**config.mk**
```make
export PLATFORM = sky130hd
export DESIGN_NAME = if_prefetch_queue_flat
export DESIGN_NICKNAME = d
export VERILOG_FILES = /design/src/rtl/if_prefetch_queue_pkg.sv /design/src/rtl/if_prefetch_queue_if.sv /design/src/rtl/if_prefetch_queue_fifo.sv /design/src/rtl/if_prefetch_queue.sv /design/src/flat_wrapper.sv
export SDC_FILE = /design/constraint.sdc
export NUM_CORES = 1
export LEC_CHECK = 0
export CAP_MARGIN = 25
export CORE_MARGIN = 4
export CORE_UTILIZATION = 35
export DETAILED_ROUTE_END_ITERATION = 10
export GPL_ROUTABILITY_DRIVEN = 0
export PLACE_DENSITY = 0.55
export SLEW_MARGIN = 20
export SYNTH_ARGS = -nofsm -noshare
export SYNTH_HDL_FRONTEND = slang
export SYNTH_SLANG_ARGS = --single-unit
```
**constraint.sdc**
```tcl
create_clock -name clk -period 18.9 [get_ports clk]
set_clock_uncertainty 0.2 [all_clocks]
set_input_delay 4.725 -clock clk [delete_from_list [all_inputs] [get_ports clk]]
set_output_delay 4.725 -clock clk [all_outputs]
set_load 0.005 [all_outputs]
```
**src/rtl/if_prefetch_queue_pkg.sv**
```systemverilog
`default_nettype none
// ============================================================================
// Package  : riscv_pipe_pkg
// Brief    : Shared widths, fetch FSM encoding and FIFO entry layout.
// Revision : 1.0 - initial release
// ============================================================================
package riscv_pipe_pkg;

    localparam int XLEN = 64;
    localparam int ILEN = 32;
    localparam logic [ILEN-1:0] NOP_INSTR = 32'h0000_0013;

    typedef enum logic [1:0] {
        REQ  = 2'd0,
        WAIT = 2'd1,
        DROP = 2'd2
    } fetch_state_e;

    typedef struct packed {
        logic [XLEN-1:0] pc;
        logic [ILEN-1:0] instr;
    } fetch_entry_t;

endpackage
`default_nettype wire

```
**src/rtl/if_prefetch_queue_if.sv**
```systemverilog
`default_nettype none
// ============================================================================
// Interface : if_prefetch_queue_if
// Brief     : Redirect, instruction-memory and IF/ID-side signals of the fetch queue.
// Revision  : 1.0 - initial release
// ============================================================================
interface if_prefetch_queue_if #(
    parameter int DEPTH = 4
) ();
    import riscv_pipe_pkg::*;

    localparam int CW = $clog2(DEPTH) + 1;

    logic            redirect_valid;
    logic [XLEN-1:0] redirect_pc;
    logic            imem_req_valid;
    logic [XLEN-1:0] imem_req_addr;
    logic            imem_req_ready;
    logic            imem_resp_valid;
    logic [ILEN-1:0] imem_resp_data;
    logic            out_valid;
    logic [XLEN-1:0] out_pc;
    logic [ILEN-1:0] out_instr;
    logic            out_ready;
    logic [CW-1:0]   occupancy;

    // master is the fetch unit; slave is memory, MEM stage and IF/ID together
    modport master (
        input  redirect_valid, redirect_pc, imem_req_ready, imem_resp_valid,
               imem_resp_data, out_ready,
        output imem_req_valid, imem_req_addr, out_valid, out_pc, out_instr, occupancy
    );

    modport slave (
        output redirect_valid, redirect_pc, imem_req_ready, imem_resp_valid,
               imem_resp_data, out_ready,
        input  imem_req_valid, imem_req_addr, out_valid, out_pc, out_instr, occupancy
    );

endinterface
`default_nettype wire

```
**src/rtl/if_prefetch_queue_fifo.sv**
```systemverilog
`default_nettype none
// ============================================================================
// Module   : fetch_fifo
// Brief    : DEPTH-entry FIFO with synchronous push/pop/flush and occupancy count.
// Revision : 1.0 - initial release
// ============================================================================
module fetch_fifo #(
    parameter int DEPTH = 4,
    parameter int WIDTH = 96
) (
    input  wire              clk,
    input  wire              reset,
    input  wire              flush,
    input  wire              push,
    input  wire  [WIDTH-1:0] push_data,
    input  wire              pop,
    output logic [WIDTH-1:0] head_data,
    output logic [$clog2(DEPTH):0] count
);

    localparam int AW = $clog2(DEPTH);
    localparam int CW = AW + 1;

    logic [AW-1:0]    wr_ptr_q, wr_ptr_d;
    logic [AW-1:0]    rd_ptr_q, rd_ptr_d;
    logic [CW-1:0]    count_q, count_d;
    logic [WIDTH-1:0] mem_q [DEPTH];
    logic [WIDTH-1:0] mem_d [DEPTH];
    logic             do_push, do_pop;

    assign do_push = push && !flush;
    assign do_pop  = pop && !flush && (count_q != '0);

    always_comb begin
        wr_ptr_d = wr_ptr_q;
        rd_ptr_d = rd_ptr_q;
        count_d  = count_q;
        mem_d    = mem_q;
        if (flush) begin
            // Storage is left alone; only the pointers matter after a flush
            wr_ptr_d = '0;
            rd_ptr_d = '0;
            count_d  = '0;
        end else begin
            if (do_push) begin
                mem_d[wr_ptr_q] = push_data;
                wr_ptr_d        = wr_ptr_q + AW'(1);
            end
            if (do_pop) begin
                rd_ptr_d = rd_ptr_q + AW'(1);
            end
            count_d = count_q + CW'(do_push) - CW'(do_pop);
        end
    end

    always_ff @(posedge clk or posedge reset) begin
        if (reset) begin
            wr_ptr_q <= '0;
            rd_ptr_q <= '0;
            count_q  <= '0;
            for (int i = 0; i < DEPTH; i++) begin
                mem_q[i] <= '0;
            end
        end else begin
            wr_ptr_q <= wr_ptr_d;
            rd_ptr_q <= rd_ptr_d;
            count_q  <= count_d;
            mem_q    <= mem_d;
        end
    end

    assign head_data = mem_q[rd_ptr_q];
    assign count     = count_q;

    // Credit accounting upstream must make these unreachable
    a_no_overflow: assert property (@(posedge clk) disable iff (reset)
        !(push && !flush && (count_q == CW'(DEPTH))));
    a_no_underflow: assert property (@(posedge clk) disable iff (reset)
        !(pop && !flush && (count_q == '0)));

endmodule
`default_nettype wire

```
**src/rtl/if_prefetch_queue.sv**
```systemverilog
`default_nettype none
// ============================================================================
// Module   : if_prefetch_queue
// Brief    : Single-outstanding sequential fetcher feeding IF/ID through a small FIFO.
// Revision : 1.0 - initial release
// ============================================================================
module if_prefetch_queue
    import riscv_pipe_pkg::*;
#(
    parameter int              DEPTH    = 4,
    parameter logic [XLEN-1:0] RESET_PC = 64'h0
) (
    input wire                  clk,
    input wire                  reset,
    if_prefetch_queue_if.master bus
);

    localparam int CW = $clog2(DEPTH) + 1;

    fetch_state_e    state_q, state_d;
    logic [XLEN-1:0] fetch_pc_q, fetch_pc_d;
    logic [XLEN-1:0] req_pc_q, req_pc_d;
    logic [CW-1:0]   count;
    logic [CW-1:0]   free;
    logic            outstanding;
    logic            req_valid;
    logic            req_fire;
    logic            resp_push;
    logic            pop;
    fetch_entry_t    push_entry;
    fetch_entry_t    head_entry;

    assign outstanding = (state_q != REQ);
    assign free        = CW'(DEPTH) - count - CW'(outstanding);

    // Gated by reset so the request drops the instant reset is asserted
    assign req_valid = (state_q == REQ) && (free != '0) && !bus.redirect_valid && !reset;
    assign req_fire  = req_valid && bus.imem_req_ready;
    assign resp_push = (state_q == WAIT) && bus.imem_resp_valid && !bus.redirect_valid;
    assign pop       = bus.out_valid && bus.out_ready;

    always_comb begin
        state_d    = state_q;
        fetch_pc_d = fetch_pc_q;
        req_pc_d   = req_pc_q;
        if (req_fire) begin
            req_pc_d   = fetch_pc_q;
            fetch_pc_d = fetch_pc_q + 64'd4;
        end
        case (state_q)
            REQ:     if (req_fire) state_d = WAIT;
            WAIT:    if (bus.imem_resp_valid) state_d = REQ;
            DROP:    if (bus.imem_resp_valid) state_d = REQ;
            default: state_d = REQ;
        endcase
        if (bus.redirect_valid) begin
            fetch_pc_d = bus.redirect_pc & ~64'h3;
            // Anything in flight at the redirect belongs to the wrong path
            if (state_q == WAIT || state_q == DROP) begin
                state_d = bus.imem_resp_valid ? REQ : DROP;
            end else begin
                state_d = req_fire ? DROP : REQ;
            end
        end
    end

    always_ff @(posedge clk or posedge reset) begin
        if (reset) begin
            state_q    <= REQ;
            fetch_pc_q <= RESET_PC;
            req_pc_q   <= '0;
        end else begin
            state_q    <= state_d;
            fetch_pc_q <= fetch_pc_d;
            req_pc_q   <= req_pc_d;
        end
    end

    assign push_entry.pc    = req_pc_q;
    assign push_entry.instr = bus.imem_resp_data;

    fetch_fifo #(
        .DEPTH (DEPTH),
        .WIDTH ($bits(fetch_entry_t))
    ) u_fifo (
        .clk       (clk),
        .reset     (reset),
        .flush     (bus.redirect_valid),
        .push      (resp_push),
        .push_data (push_entry),
        .pop       (pop),
        .head_data (head_entry),
        .count     (count)
    );

    assign bus.imem_req_valid = req_valid;
    assign bus.imem_req_addr  = fetch_pc_q;
    assign bus.out_valid      = (count != '0);
    assign bus.out_pc         = head_entry.pc;
    assign bus.out_instr      = head_entry.instr;
    assign bus.occupancy      = count;

endmodule
`default_nettype wire
```
**src/flat_wrapper.sv**
```systemverilog
// flat-port wrapper written by rule: the top's interface ports become plain ports
module if_prefetch_queue_flat import riscv_pipe_pkg::*;
#(
    parameter int              DEPTH    = 4,
    parameter logic [XLEN-1:0] RESET_PC = 64'h0
)
  (clk, reset, bus_redirect_valid, bus_redirect_pc, bus_imem_req_ready, bus_imem_resp_valid, bus_imem_resp_data, bus_out_ready, bus_imem_req_valid, bus_imem_req_addr, bus_out_valid, bus_out_pc, bus_out_instr, bus_occupancy);
  if_prefetch_queue_if #(.DEPTH(DEPTH)) bus_i ();
  input wire clk;
  input wire reset;
  input wire logic [$bits(bus_i.redirect_valid)-1:0] bus_redirect_valid;
  input wire logic [$bits(bus_i.redirect_pc)-1:0] bus_redirect_pc;
  input wire logic [$bits(bus_i.imem_req_ready)-1:0] bus_imem_req_ready;
  input wire logic [$bits(bus_i.imem_resp_valid)-1:0] bus_imem_resp_valid;
  input wire logic [$bits(bus_i.imem_resp_data)-1:0] bus_imem_resp_data;
  input wire logic [$bits(bus_i.out_ready)-1:0] bus_out_ready;
  output wire logic [$bits(bus_i.imem_req_valid)-1:0] bus_imem_req_valid;
  output wire logic [$bits(bus_i.imem_req_addr)-1:0] bus_imem_req_addr;
  output wire logic [$bits(bus_i.out_valid)-1:0] bus_out_valid;
  output wire logic [$bits(bus_i.out_pc)-1:0] bus_out_pc;
  output wire logic [$bits(bus_i.out_instr)-1:0] bus_out_instr;
  output wire logic [$bits(bus_i.occupancy)-1:0] bus_occupancy;
  assign bus_i.redirect_valid = bus_redirect_valid;
  assign bus_i.redirect_pc = bus_redirect_pc;
  assign bus_i.imem_req_ready = bus_imem_req_ready;
  assign bus_i.imem_resp_valid = bus_imem_resp_valid;
  assign bus_i.imem_resp_data = bus_imem_resp_data;
  assign bus_i.out_ready = bus_out_ready;
  assign bus_imem_req_valid = bus_i.imem_req_valid;
  assign bus_imem_req_addr = bus_i.imem_req_addr;
  assign bus_out_valid = bus_i.out_valid;
  assign bus_out_pc = bus_i.out_pc;
  assign bus_out_instr = bus_i.out_instr;
  assign bus_occupancy = bus_i.occupancy;
  if_prefetch_queue #(.DEPTH(DEPTH), .RESET_PC(RESET_PC)) u_core (.clk(clk), .reset(reset), .bus(bus_i));
endmodule
```
==> impl_metrics.csv <==
group,metric,value,unit
place,dp.cells,2773,
worst_hold_path,hp-class,"reg2reg",
route,drtIter0Drc,1028,
worst_hold_path,hold_path_end,"u_core.u_fifo.mem_q[53]$_DFFE_PP0P_",
timing,worst_hold_slack,0.2974,ns
clocking,postCtsHoldBufs,0,
worst_setup_path,timing.rr.end,"u_core.bus.imem_req_addr[56]$_DFFE_PP0P_",
clocking,cts.reportedPaths.clkPinSlew,0.06,ns
clocking,cts_num_sinks,509,
power,power,3316,uW
floorplanning,ios,267,
timing,worst_pin_slew,0.9721,ns
route,drt_pre_antenna_iters,6,
cells_and_area,nFillCells,5920,
worst_setup_path,start_kind,"primary input",
route,drc,0,
clocking,cts_tree,"done",
power,cellPowerDensity,115.4,nW/um^2
floorplanning,chipWidth,265.6,um
worst_setup_path,critical-path-top-delay-family,"buffers and inverters",
route,viasPerCell,5.377,
timing,min_period_over_period,59.70,%
clocking,root_buffer,"clkbuf_16",
place,hpwl,41130,um
power,p_leak,0.01325,uW
timing,max_clock_freq,88.63,MHz
synth,syn_inst,1744,
grt,antenna_found_initial,2,
worst_setup_path,cp_num_cells,4,
worst_setup_path,worstPathCellList,"clkdlybuf4s50_1, nor3b_2, o31a_1, clkdlybuf4s50_1",
synth,yosysUniqueCellTypes,64,
route,postRouteAntennaNets,0,
clocking,ctsResizeCount,0,
grt,grt_max_degree,177,
synth,synth_area,23230,um^2
worst_hold_path,min_from,"u_core.u_fifo.mem_q[53]$_DFFE_PP0P_",
synth,ys_ff_latch,509,
synth,ys_async_sr_fraction,100.0,%
power,vdd_drop_max,0.06822,mV
cells_and_area,final_cell_mix,"dfrtp_1, mux2_2, clkdlybuf4s50_1",
cells_and_area,multiInputGateArea,9982,um^2
worst_setup_path,arrival,6.36,ns
timing,maxSlewViolCount,0,
timing,setup_viol,0,
timing,setup_slack,7.617,ns
synth,synthFlopType,"dfrtp_1",
place,pre_cts_slack,7.620,ns
cells_and_area,final-seq-area,12740,um^2
floorplanning,die_area,70570,um^2
floorplanning,initial_core_util,35.34,%
grt,grtUsageTotal,18.39,%
cells_and_area,mostFrequentLayoutCell,"dfrtp_1",
worst_setup_path,r2r_cells,11,
synth,synth_edf_count,0,
worst_setup_path,critPathKind,"in2out",
worst_setup_path,cpPeakStageDelay,0.55,ns
synth,ys_seq_area_share,54.82,%
clocking,clock_tree.buffer_depth,3,
floorplanning,num_rows,94,
worst_hold_path,hold_depth,1,
timing,fin_crit,11.28,ns
worst_setup_path,r2r-start,"u_core.state_q[0]$_DFFE_PP0P_",
clocking,clock_latency,0.62,ns
timing,grt_setup_unrepaired,"false",
worst_setup_path,crit_top_cell,"clkdlybuf4s50_1",
clocking,post_cts.repair.setup_buffers,0,
place,io_buffer_count,260,
clocking,htreeDepth,2,
cells_and_area,finalNetCount,2085,
worst_setup_path,cp_slowest_cell,"clkdlybuf4s50_1",
worst_setup_path,cp.required,13.98,ns
clocking,cts_made_buffers,59,
outcome,status,"complete, no violations",
synth,synth_area_per_cell,13.32,um^2
timing,relSlewSlack,35.19,%
grt,first_global_vias,16330,
worst_setup_path,crit_buf_inv,2,
floorplanning,core-area,65750,um^2
worst_setup_path,cp_max_fo,3,
route,wl,65240,um
route,detail_route.wl_per_cell,22.64,um
floorplanning,fp.dieH,265.6,um
grt,overflow,0,
worst_setup_path,reg2reg_slack,14.83,ns
timing,fin_setup_tns,0,ns
timing,hold_violations,0,
run,cap_violations,0,
worst_setup_path,endpoint_kind,"primary output",
route,vias,15490,
cells_and_area,area_growth,23.64,%
cells_and_area,instances_no_fill,2881,
grt,grt_pass1_wl,101600,um
cells_and_area,drive_gt1_share,30.42,%
synth,yosysWarningCount,0,
final cells by class:
class	instances	share of cell area, %
antenna	2	0.01742
clock buffer	85	5.897
clock inverter	20	1.159
inverter	17	0.2352
multi-input combinational	1103	34.75
sequential	509	44.37
tap	864	3.763
timing repair buffer	281	9.813
report_power, final:
group          internal, uW  switching [uW]  total, uW
Combinational           413             300        713
Sequential             1250             171       1420
Clock                   718             468       1190
Total                  2380             939       3320
how the worst max path moves through the flow:
| stage | to | slack [ns] | start |
|---|---|---|---|
| final | bus_imem_req_valid | 7.62 | reset |
| after CTS | bus_imem_req_valid | 7.62 | reset |
| after detailed placement | bus_imem_req_valid | 7.62 | reset |
| after global routing | bus_imem_req_valid | 7.58 | reset |
| after global placement | bus_imem_req_valid | 7.63 | reset |
| after floorplan | u_core.bus.imem_req_addr[10]$_DFFE_PP0P_ | 7.06 | reset |
flip-flops by register name (all words and copies together) (netlist names):
signal / cells
u_core.bus.imem_req_addr: 62
u_core.req_pc_q: 62
u_core.state_q: 2
u_core.u_fifo.count: 3
u_core.u_fifo.mem_q: 376
u_core.u_fifo.rd_ptr_q: 2
u_core.u_fifo.wr_ptr_q: 2
cell families after synthesis:
kind of cell / synth area share (%)
multiplexers: 27.73
buffers and inverters: 2.547
AO/OA/AOI/OAI: 3.646
flip-flops: 54.82
AND/OR/NAND/NOR: 10.30
XOR/XNOR: 0.2639
other: 0.01614
adder cells (fa/ha/maj): 0.6785
layer usage:
metal / routed length [um] / up-vias / GRT usage [%]
met1: 29550 / 8082 / 26.04
met5: 0 / - / 0
met2: 30450 / 464 / 29.06
li1: - / 6851 / -
met3: 3770 / 95 / 3.737
met4: 1464 / 0 / 5.056
cell usage after synthesis (14+ instances only):
cell type	instances	area, um^2
dfrtp_1	509	12740
mux2_2	377	4245
nand2_1	237	889.6
mux4_2	94	2117
clkbuf_1	79	296.5
nand3_1	48	240.2
o21ai_0	39	195.2
nand4_1	34	212.7
nor2_1	34	127.6
a21oi_1	19	95.09
inv_1	17	63.81
or4_1	15	112.6
buf_1	14	52.55
nor4_1	14	87.58
per-stage QoR:
step                cell area [um^2]  util, %
global route                   28720    43.69
global placement               26640    40.52
detailed placement             26660    40.55
floorplan                      23250        -
CTS                            28690    43.64
finish                         28730    43.69
(Power assumes the default switching activity.)
